`config.mk`:
```
export PLATFORM = sky130hd
export DESIGN_NAME = ex_mem_stage
export DESIGN_NICKNAME = d
export VERILOG_FILES = /design/src/rtl/ex_mem_stage.sv
export SDC_FILE = /design/constraint.sdc
export NUM_CORES = 1
export LEC_CHECK = 0
export BUFFER_PORTS_ARGS = -buffer_cell sky130_fd_sc_hd__buf_2
export CELL_PAD_IN_SITES_DETAIL_PLACEMENT = 1
export CELL_PAD_IN_SITES_GLOBAL_PLACEMENT = 1
export CORE_AREA = 2 2 191 193
export CTS_CLUSTER_DIAMETER = 60
export DETAILED_ROUTE_END_ITERATION = 10
export DIE_AREA = 0 0 193 195
export HOLD_SLACK_MARGIN = 0.03
export PLACE_DENSITY = 0.75
export SLEW_MARGIN = 15
export SYNTH_ARGS = -nofsm -noshare
export SYNTH_HDL_FRONTEND = slang
export SYNTH_SLANG_ARGS = --single-unit
```
`constraint.sdc`:
```
create_clock -name clk -period 1.35 [get_ports clk]
set_input_delay 0.135 -clock clk [delete_from_list [all_inputs] [get_ports clk]]
set_output_delay 0.135 -clock clk [all_outputs]
set_load 0.02 [all_outputs]
```
`src/rtl/ex_mem_stage.sv`:
```
// EX/MEM pipeline register: carries EX results into MEM and returns the
// multi-cycle accumulate state (hilo/cnt) back to EX while EX is stalled.
module ex_mem_stage #(
  parameter int unsigned DATA_W  = 32,
  parameter int unsigned RADDR_W = 5,
  parameter int unsigned ALUOP_W = 8,
  parameter int unsigned STALL_W = 6,
  parameter int unsigned EX_IDX  = 3,
  parameter int unsigned MEM_IDX = 4
) (
  input  logic                  clk,
  input  logic                  rst,
  input  logic [STALL_W-1:0]    stall,
  input  logic                  flush,
  input  logic                  ex_valid,
  input  logic [RADDR_W-1:0]    ex_wd,
  input  logic                  ex_wreg,
  input  logic [DATA_W-1:0]     ex_wdata,
  input  logic                  ex_whilo,
  input  logic [DATA_W-1:0]     ex_hi,
  input  logic [DATA_W-1:0]     ex_lo,
  input  logic [ALUOP_W-1:0]    ex_aluop,
  input  logic [DATA_W-1:0]     ex_mem_addr,
  input  logic [DATA_W-1:0]     ex_reg2,
  input  logic [2*DATA_W-1:0]   hilo_i,
  input  logic [1:0]            cnt_i,
  output logic                  mem_valid,
  output logic [RADDR_W-1:0]    mem_wd,
  output logic                  mem_wreg,
  output logic [DATA_W-1:0]     mem_wdata,
  output logic                  mem_whilo,
  output logic [DATA_W-1:0]     mem_hi,
  output logic [DATA_W-1:0]     mem_lo,
  output logic [ALUOP_W-1:0]    mem_aluop,
  output logic [DATA_W-1:0]     mem_mem_addr,
  output logic [DATA_W-1:0]     mem_reg2,
  output logic [2*DATA_W-1:0]   hilo_o,
  output logic [1:0]            cnt_o
);

  logic stall_ex;
  logic stall_mem;
  logic advance;
  logic bubble;
  logic stall_unused;

  // Only the EX and MEM stall bits matter; EX-go with MEM-stalled is
  // illegal and falls through to hold.
  assign stall_ex     = stall[EX_IDX];
  assign stall_mem    = stall[MEM_IDX];
  assign advance      = !stall_ex && !stall_mem;
  assign bubble       = stall_ex && !stall_mem;
  assign stall_unused = ^stall;

  // Stage payload: reset/flush clear, advance copies, bubble inserts NOP, else hold.
  always_ff @(posedge clk) begin
    if (rst || flush || bubble) begin
      mem_valid    <= 1'b0;
      mem_wd       <= '0;
      mem_wreg     <= 1'b0;
      mem_wdata    <= '0;
      mem_whilo    <= 1'b0;
      mem_hi       <= '0;
      mem_lo       <= '0;
      mem_aluop    <= '0;
      mem_mem_addr <= '0;
      mem_reg2     <= '0;
    end else if (advance) begin
      mem_valid    <= ex_valid;
      mem_wd       <= ex_wd;
      mem_wreg     <= ex_wreg;
      mem_wdata    <= ex_wdata;
      mem_whilo    <= ex_whilo;
      mem_hi       <= ex_hi;
      mem_lo       <= ex_lo;
      mem_aluop    <= ex_aluop;
      mem_mem_addr <= ex_mem_addr;
      mem_reg2     <= ex_reg2;
    end
  end

  // Accumulate state loops back to EX only while EX is stalled; cleared otherwise.
  always_ff @(posedge clk) begin
    if (rst || flush || advance) begin
      hilo_o <= '0;
      cnt_o  <= 2'b00;
    end else begin
      hilo_o <= hilo_i;
      cnt_o  <= cnt_i;
    end
  end

endmodule
```
==> results.json, run 1 <==
{
  "start_kind": "input port",
  "cp_data_arrival_time_ns": 1.82,
  "worst-path-buf-inv": 3,
  "cp-end-kind": "flop",
  "io_buffers": 488,
  "min_period_ns": 1.333,
  "whs_path_depth": 3,
  "ant_nets": 0,
  "powerDensity_nw_per_um2": 1132,
  "fin_nets": 1889,
  "yosysMostFrequentCell": "dfxtp_1",
  "grt_pass1_vias": 10850,
  "worstHoldPathType": "input port to flop",
  "finalClockSkew_ns": 0,
  "power_frac_seq_pct": 42.6,
  "crit_family": "buffers and inverters",
  "syn_nets": 1181,
  "synth_edf_count": 0,
  "crit_fanout": 1,
  "h-tree-depth": 1,
  "ctsLongestPathBuffers": 3,
  "cap_violations": 0,
  "drc_errors": 0,
  "antenna_found_initial": 6,
  "hold_path.startpoint": "stall[3]",
  "synth_top_area_cell": "dfxtp_1",
  "crit_top_cell": "dlygate4sd3_1",
  "rsz0062_at_grt": "false",
  "core_um2": 35400,
  "hold_ws_ns": 0.01300,
  "synthFlopType": "dfxtp_1",
  "yosysSeqAreaShare_pct": 54.41,
  "timing.rr.start": "mem_lo[6]$_SDFFE_PP0P_",
  "p_int_w": 0.01302,
  "clkTransAtPathRegs_ns": 0.06,
  "dr.pass1.iters": 4,
  "rr_endpoint": "mem_lo[6]$_SDFFE_PP0P_",
  "std_cell_rows": 69,
  "io_pins": 493,
  "tightestPinTransition_ns": 0.4428,
  "tns_ns": 0,
  "synth_area_per_cell_um2": 9.574,
  "vias_per_cell": 4.585,
  "clock-sinks": 242,
  "p_comb_share_pct": 13.1,
  "yosysWarnings": 0,
  "syn_inst": 930,
  "critPathMaxStageDelay_ns": 0.56,
  "place_hpwl_um": 23090,
  "ys_ff_latch": 242,
  "ir_drop_mv": 1.009,
  "p_clk_share_pct": 44.3,
  "r2r_setup_slack_ns": 0.10,
  "status": "completed",
  "crit_required_ns": 1.84,
  "holdPathEnd": "mem_reg2[15]$_SDFFE_PP0P_",
  "max_freq_mhz": 750.3,
  "switching_share_pct": 25.16,
  "power.switching_w": 0.004377,
  "drt-total-wl_um": 40080,
  "cts_tree": "done",
  "syn_area_um2": 8904,
  "drive_above_1_share_pct": 35.16,
  "track_usage_pct": 20.25,
  "power.leakage_nw": 6.778,
  "routedWlPerCell_um": 18.82,
  "die_h_um": 195,
  "hold_viol_final": 0,
  "grt_pass1_wl_um": 59750,
  "place.gp.congestion": 0.8231,
  "chipWidth_um": 193,
  "ff2ff_path_depth": 3,
  "gr-total-overflow": 0,
  "maxSlewHeadroom_pct": 70.48,
  "drtIter0Drc": 296,
  "area_delta_synth_final_pct": 72.50,
  "synth_area_leaders": "dfxtp_1 (54%), or3b_1 (16%), a21oi_1 (9.9%)",
  "async_flop_share_pct": 0,
  "post-cts-setup-buffers": 0,
  "finalSetupViolCount": 0,
  "grt_max_degree": 72,
  "worstSetupPathType": "input port to flop",
  "synth_cell_types": 14,
  "num_vias": 9762,
  "insertion_delay_ns": 0.54,
  "period_share_pct": 98.72,
  "synth_top_area_share_pct": 54.41,
  "maxSlewViolCount": 0,
  "cp_slowest_cell": "dlygate4sd3_1",
  "dieArea_um2": 37640,
  "cts_root_buffer": "clkbuf_16",
  "synthTopCellsByCount": "dfxtp_1 (242), a21oi_1 (176), nand2_1 (176)",
  "cts-buffers-inserted": 29,
  "initial_core_util_pct": 25.15,
  "crit_path_cell_trace": "dlygate4sd3_1, buf_2, or3b_1, a21oi_2, dlygate4sd3_1"
}
## per-stage QoR
stage	util (%)	total power (W)	std cells	setup slack (ns)	instance area (um2)
final	43.39	0.01739	2129	0.01728	15360
after detailed placement	33.45	0.009157	1816	-0.007299	11840
after CTS	43.30	0.01754	2124	0.01476	15330
after floorplan	-	0.008414	930	0.2948	8904
after global routing	43.38	0.01806	2128	0.007529	15360
after global placement	33.45	0.009117	1816	0.02302	11840
## flip-flops by register name (all words and copies together) (netlist names)
signal	count
cnt_o	2
hilo_o	64
mem_aluop	8
mem_hi	32
mem_lo	32
mem_mem_addr	32
mem_reg2	32
mem_valid	1
mem_wd	5
mem_wdata	32
mem_whilo	1
mem_wreg	1
## worst register-to-register path: stages (launching register included)
cell	delay [ns]
dfxtp_1	0.38
nand2_1	0.10
a21oi_2	0.16
dlygate4sd3_1	0.56
## power groups by stage
stage          registers [W]  logic, W  clock network [W]
3_3_place_gp         0.00754   0.00158                  0
3_5_place_dp         0.00755   0.00161                  0
5_1_grt              0.00742   0.00245            0.00820
6_report             0.00740   0.00228            0.00771
2_1_floorplan        0.00777  0.000648                  0
4_1_cts              0.00739   0.00220            0.00795
## worst max path at each step
| stage | startpoint | end | slack [ns] | cells after the start |
|---|---|---|---|---|
| detailed placement | rst | mem_lo[7]$_SDFFE_PP0P_ | -0.007 | 4 |
| global placement | rst | mem_mem_addr[14]$_SDFFE_PP0P_ | 0.02 | 4 |
| finish | ex_hi[22] | mem_hi[22]$_SDFFE_PP0P_ | 0.02 | 5 |
| floorplan | stall[4] | mem_wdata[21]$_SDFFE_PP0P_ | 0.29 | 5 |
| CTS | mem_valid$_SDFFE_PP0P_ | mem_valid | 0.01 | 1 |
| global route | ex_wd[2] | mem_wd[2]$_SDFFE_PP0P_ | 0.008 | 5 |
## logic make-up after synthesis
logic type / Yosys count / share of synthesized area [%]
AOI/OAI and AO/OA: 176 / 9.893
DFF: 242 / 54.41
and+or+nand+nor: 420 / 30.41
buffers and inverters: 92 / 5.284
## layer usage
metal | vias to the layer above | global-route usage, % | share of wire, % | wire (um)
met1 | 4647 | 20.58 | 37 | 14660
met3 | 102 | 5.769 | 7.2 | 2871
met4 | 0 | 9.484 | 4.9 | 1945
met5 | - | 0 | 0 | 0
met2 | 396 | 37.67 | 51 | 20600
li1 | 4617 | - | - | -
## what timing repair did
| item | 4_1_cts | 5_1_grt |
|---|---|---|
| setup endpoints to repair | 0 | 10 |
| gates resized for setup | 0 | 12 |
| hold buffers | 254 | 1 |
| hold endpoints to repair | 242 | 3 |
## final cells by class
| type | instances | area, um2 |
|---|---|---|
| clock buffer | 43 | 838.3 |
| multi-input combinational | 597 | 3636 |
| sequential | 242 | 4845 |
| fill | 4064 | 20040 |
| tap | 461 | 576.8 |
| antenna | 7 | 17.52 |
| timing repair buffer | 768 | 5341 |
| clock inverter | 11 | 103.9 |
## cell usage in the layout (no fill, tap or decap), types with 8 or more instances in the layout
master,count
or3b_1,165
buf_2,486
clkbuf_16,29
buf_4,18
dfxtp_1,242
clkbuf_1,8
buf_12,12
nor3b_1,66
a21oi_1,169
dlygate4sd3_1,248
or3b_2,9
nand2_1,176
Power figures use the tool's default switching activity.
==> run 2: changes to the inputs <==
--- a/config.mk
+++ b/config.mk
@@ -13,7 +13,7 @@
 export DETAILED_ROUTE_END_ITERATION = 10
 export DIE_AREA = 0 0 193 195
 export HOLD_SLACK_MARGIN = 0.03
-export PLACE_DENSITY = 0.75
+export PLACE_DENSITY_LB_ADDON = 0.12
 export SLEW_MARGIN = 15
 export SYNTH_ARGS = -nofsm -noshare
 export SYNTH_HDL_FRONTEND = slang
==> constraint.sdc (replaced) <==
create_clock -name clk -period 1.4 [get_ports clk]
set_input_delay 0.14 -clock clk [delete_from_list [all_inputs] [get_ports clk]]
set_output_delay 0.14 -clock clk [all_outputs]
set_load 0.02 [all_outputs]
==> run 2 against run 1 <==
Net effect: register-to-register slack better by 0.66 ns; utilization is 0.16 points lower; flip-flop and latch count stayed put; cell area is 0.37% lower; clock power is 3.1% higher; setup slack better by 0.10 ns; largest power group unchanged.
==> results.json, run 2 (synthesized netlist as in run 1, its figures left out) <==
{
  "crit_required_ns": 1.26,
  "largest_reg_flops": 64,
  "h-tree-depth": 1,
  "ctsLongestPathBuffers": 3,
  "p_clk_share_pct": 46.2,
  "grt_pass1_wl_um": 56170,
  "cts_tree": "done",
  "period_share_pct": 91.42,
  "p_comb_share_pct": 12.4,
  "crit_fanout": 1,
  "initial_core_util_pct": 25.15,
  "insertion_delay_ns": 0.56,
  "chipWidth_um": 193,
  "cap_violations": 0,
  "tns_ns": 0,
  "drc_errors": 0,
  "hold_ws_ns": 0.06192,
  "post-place-ws_ns": 0.03352,
  "r2r_setup_slack_ns": 0.76,
  "p_int_w": 0.01309,
  "core_um2": 35400,
  "cp_slowest_cell": "dfxtp_1",
  "grt_pass1_vias": 9999,
  "most-common-layout-cells": "buf_2 (486), dfxtp_1 (242), dlygate4sd3_1 (242)",
  "rsz0062_at_grt": "false",
  "finalNonFillerCells": 2116,
  "finalSetupViolCount": 0,
  "crit_family": "flip-flops",
  "io_buffers": 488,
  "ctsResizeCount": 0,
  "clock-sinks": 242,
  "crit_path_cell_trace": "buf_2",
  "drtIter0Drc": 220,
  "top_register": "hilo_o",
  "critPathMaxStageDelay_ns": 0.38,
  "fin_ws_ns": 0.1201,
  "maxSlewHeadroom_pct": 72.25,
  "ant_nets": 0,
  "clkTransAtPathRegs_ns": 0.06,
  "power.total_w": 0.01722,
  "hold_viol_final": 0,
  "ir_drop_mv": 0.8807,
  "gr-total-overflow": 0,
  "drive_above_1_share_pct": 34.92,
  "tightestPinTransition_ns": 0.4162,
  "routedWlPerCell_um": 17.41,
  "n_antenna_cell": 0,
  "max_freq_mhz": 781.3,
  "place.gp.congestion": 0.7410,
  "start_kind": "flop",
  "die_h_um": 195,
  "worstSetupPathType": "flop to primary output",
  "post-place-cells": 1821,
  "power_frac_seq_pct": 41.4,
  "area_delta_synth_final_pct": 71.87,
  "switching_share_pct": 23.99,
  "vias_per_cell": 4.439,
  "fill_cells": 4133,
  "min_period_ns": 1.280,
  "worstHoldPathType": "input port to flop",
  "powerDensity_nw_per_um2": 1125,
  "dr.pass1.iters": 4,
  "status": "completed",
  "maxSlewViolCount": 0,
  "worst-path-buf-inv": 1,
  "power.switching_w": 0.004129,
  "grt_max_degree": 82,
  "num_vias": 9392,
  "fin_nets": 1886,
  "cts_root_buffer": "clkbuf_16",
  "io_pins": 493,
  "layout_commonest_cell": "buf_2",
  "drt-total-wl_um": 36840,
  "antenna_found_initial": 0,
  "cts-buffers-inserted": 31,
  "std_cell_rows": 69,
  "dieArea_um2": 37640,
  "power.leakage_nw": 6.751,
  "cp_data_arrival_time_ns": 1.14,
  "track_usage_pct": 18.96,
  "finalClockSkew_ns": 0,
  "place_hpwl_um": 24660,
  "cp-end-kind": "primary output"
}
[run 2: cell count changes in the layout (fill, tap and decap cells not counted), sizes merged, moves of 3 or more]
cell	previous run	this run
diode	7	0
dlygate4sd3	248	242
buf	516	521
dlymetal6s4s	3	0
inv	4	1
[run 2: metal layers]
layer	global-route usage, %	wire length, um	up-vias
li1	-	-	4612
met1	20.93	14170	4381
met2	34.30	18510	326
met3	5.122	2625	73
met4	7.155	1531	0
met5	0	0	-
[run 2: cell type report]
class | count | area, um2 | share of cell area, %
multi-input cells | 596 | 3598 | 23.52
repair buffers | 764 | 5269 | 34.43
clock buffers | 45 | 888.4 | 5.805
flip-flops and latches | 242 | 4845 | 31.66
clock inverters | 8 | 125.1 | 0.8177
well taps | 461 | 576.8 | 3.769
[run 2: worst paths after layout]
check | start | to | cells past startpoint
worst max register to register | mem_mem_addr[11]$_SDFFE_PP0P_ | mem_mem_addr[11]$_SDFFE_PP0P_ | 2
worst min register to register | mem_mem_addr[17]$_SDFFE_PP0P_ | mem_mem_addr[17]$_SDFFE_PP0P_ | 2
worst min-delay path | stall[3] | mem_wdata[31]$_SDFFE_PP0P_ | 3
worst max-delay path | hilo_o[24]$_SDFF_PP0_ | hilo_o[24] | 1
[run 2: metrics by stage]
stage / area [um2] / utilization [%]
2_1_floorplan: 8904 / -
3_3_place_gp: 11870 / 33.52
3_5_place_dp: 11870 / 33.52
4_1_cts: 15300 / 43.23
5_1_grt: 15300 / 43.23
6_report: 15300 / 43.23
[run 2: power groups by stage]
stage / sequential, W / clock, W / combinational (W)
global placement: 0.00727 / 0 / 0.00157
finish: 0.00713 / 0.00795 / 0.00214
global route: 0.00714 / 0.00853 / 0.00232
detailed placement: 0.00727 / 0 / 0.00158
CTS: 0.00713 / 0.00825 / 0.00215
floorplan: 0.00749 / 0 / 0.000625
[run 2: timing repair]
item	CTS	global route
setup buffers	0	0
endpoints found under the hold margin	242	0
hold buffers	242	0
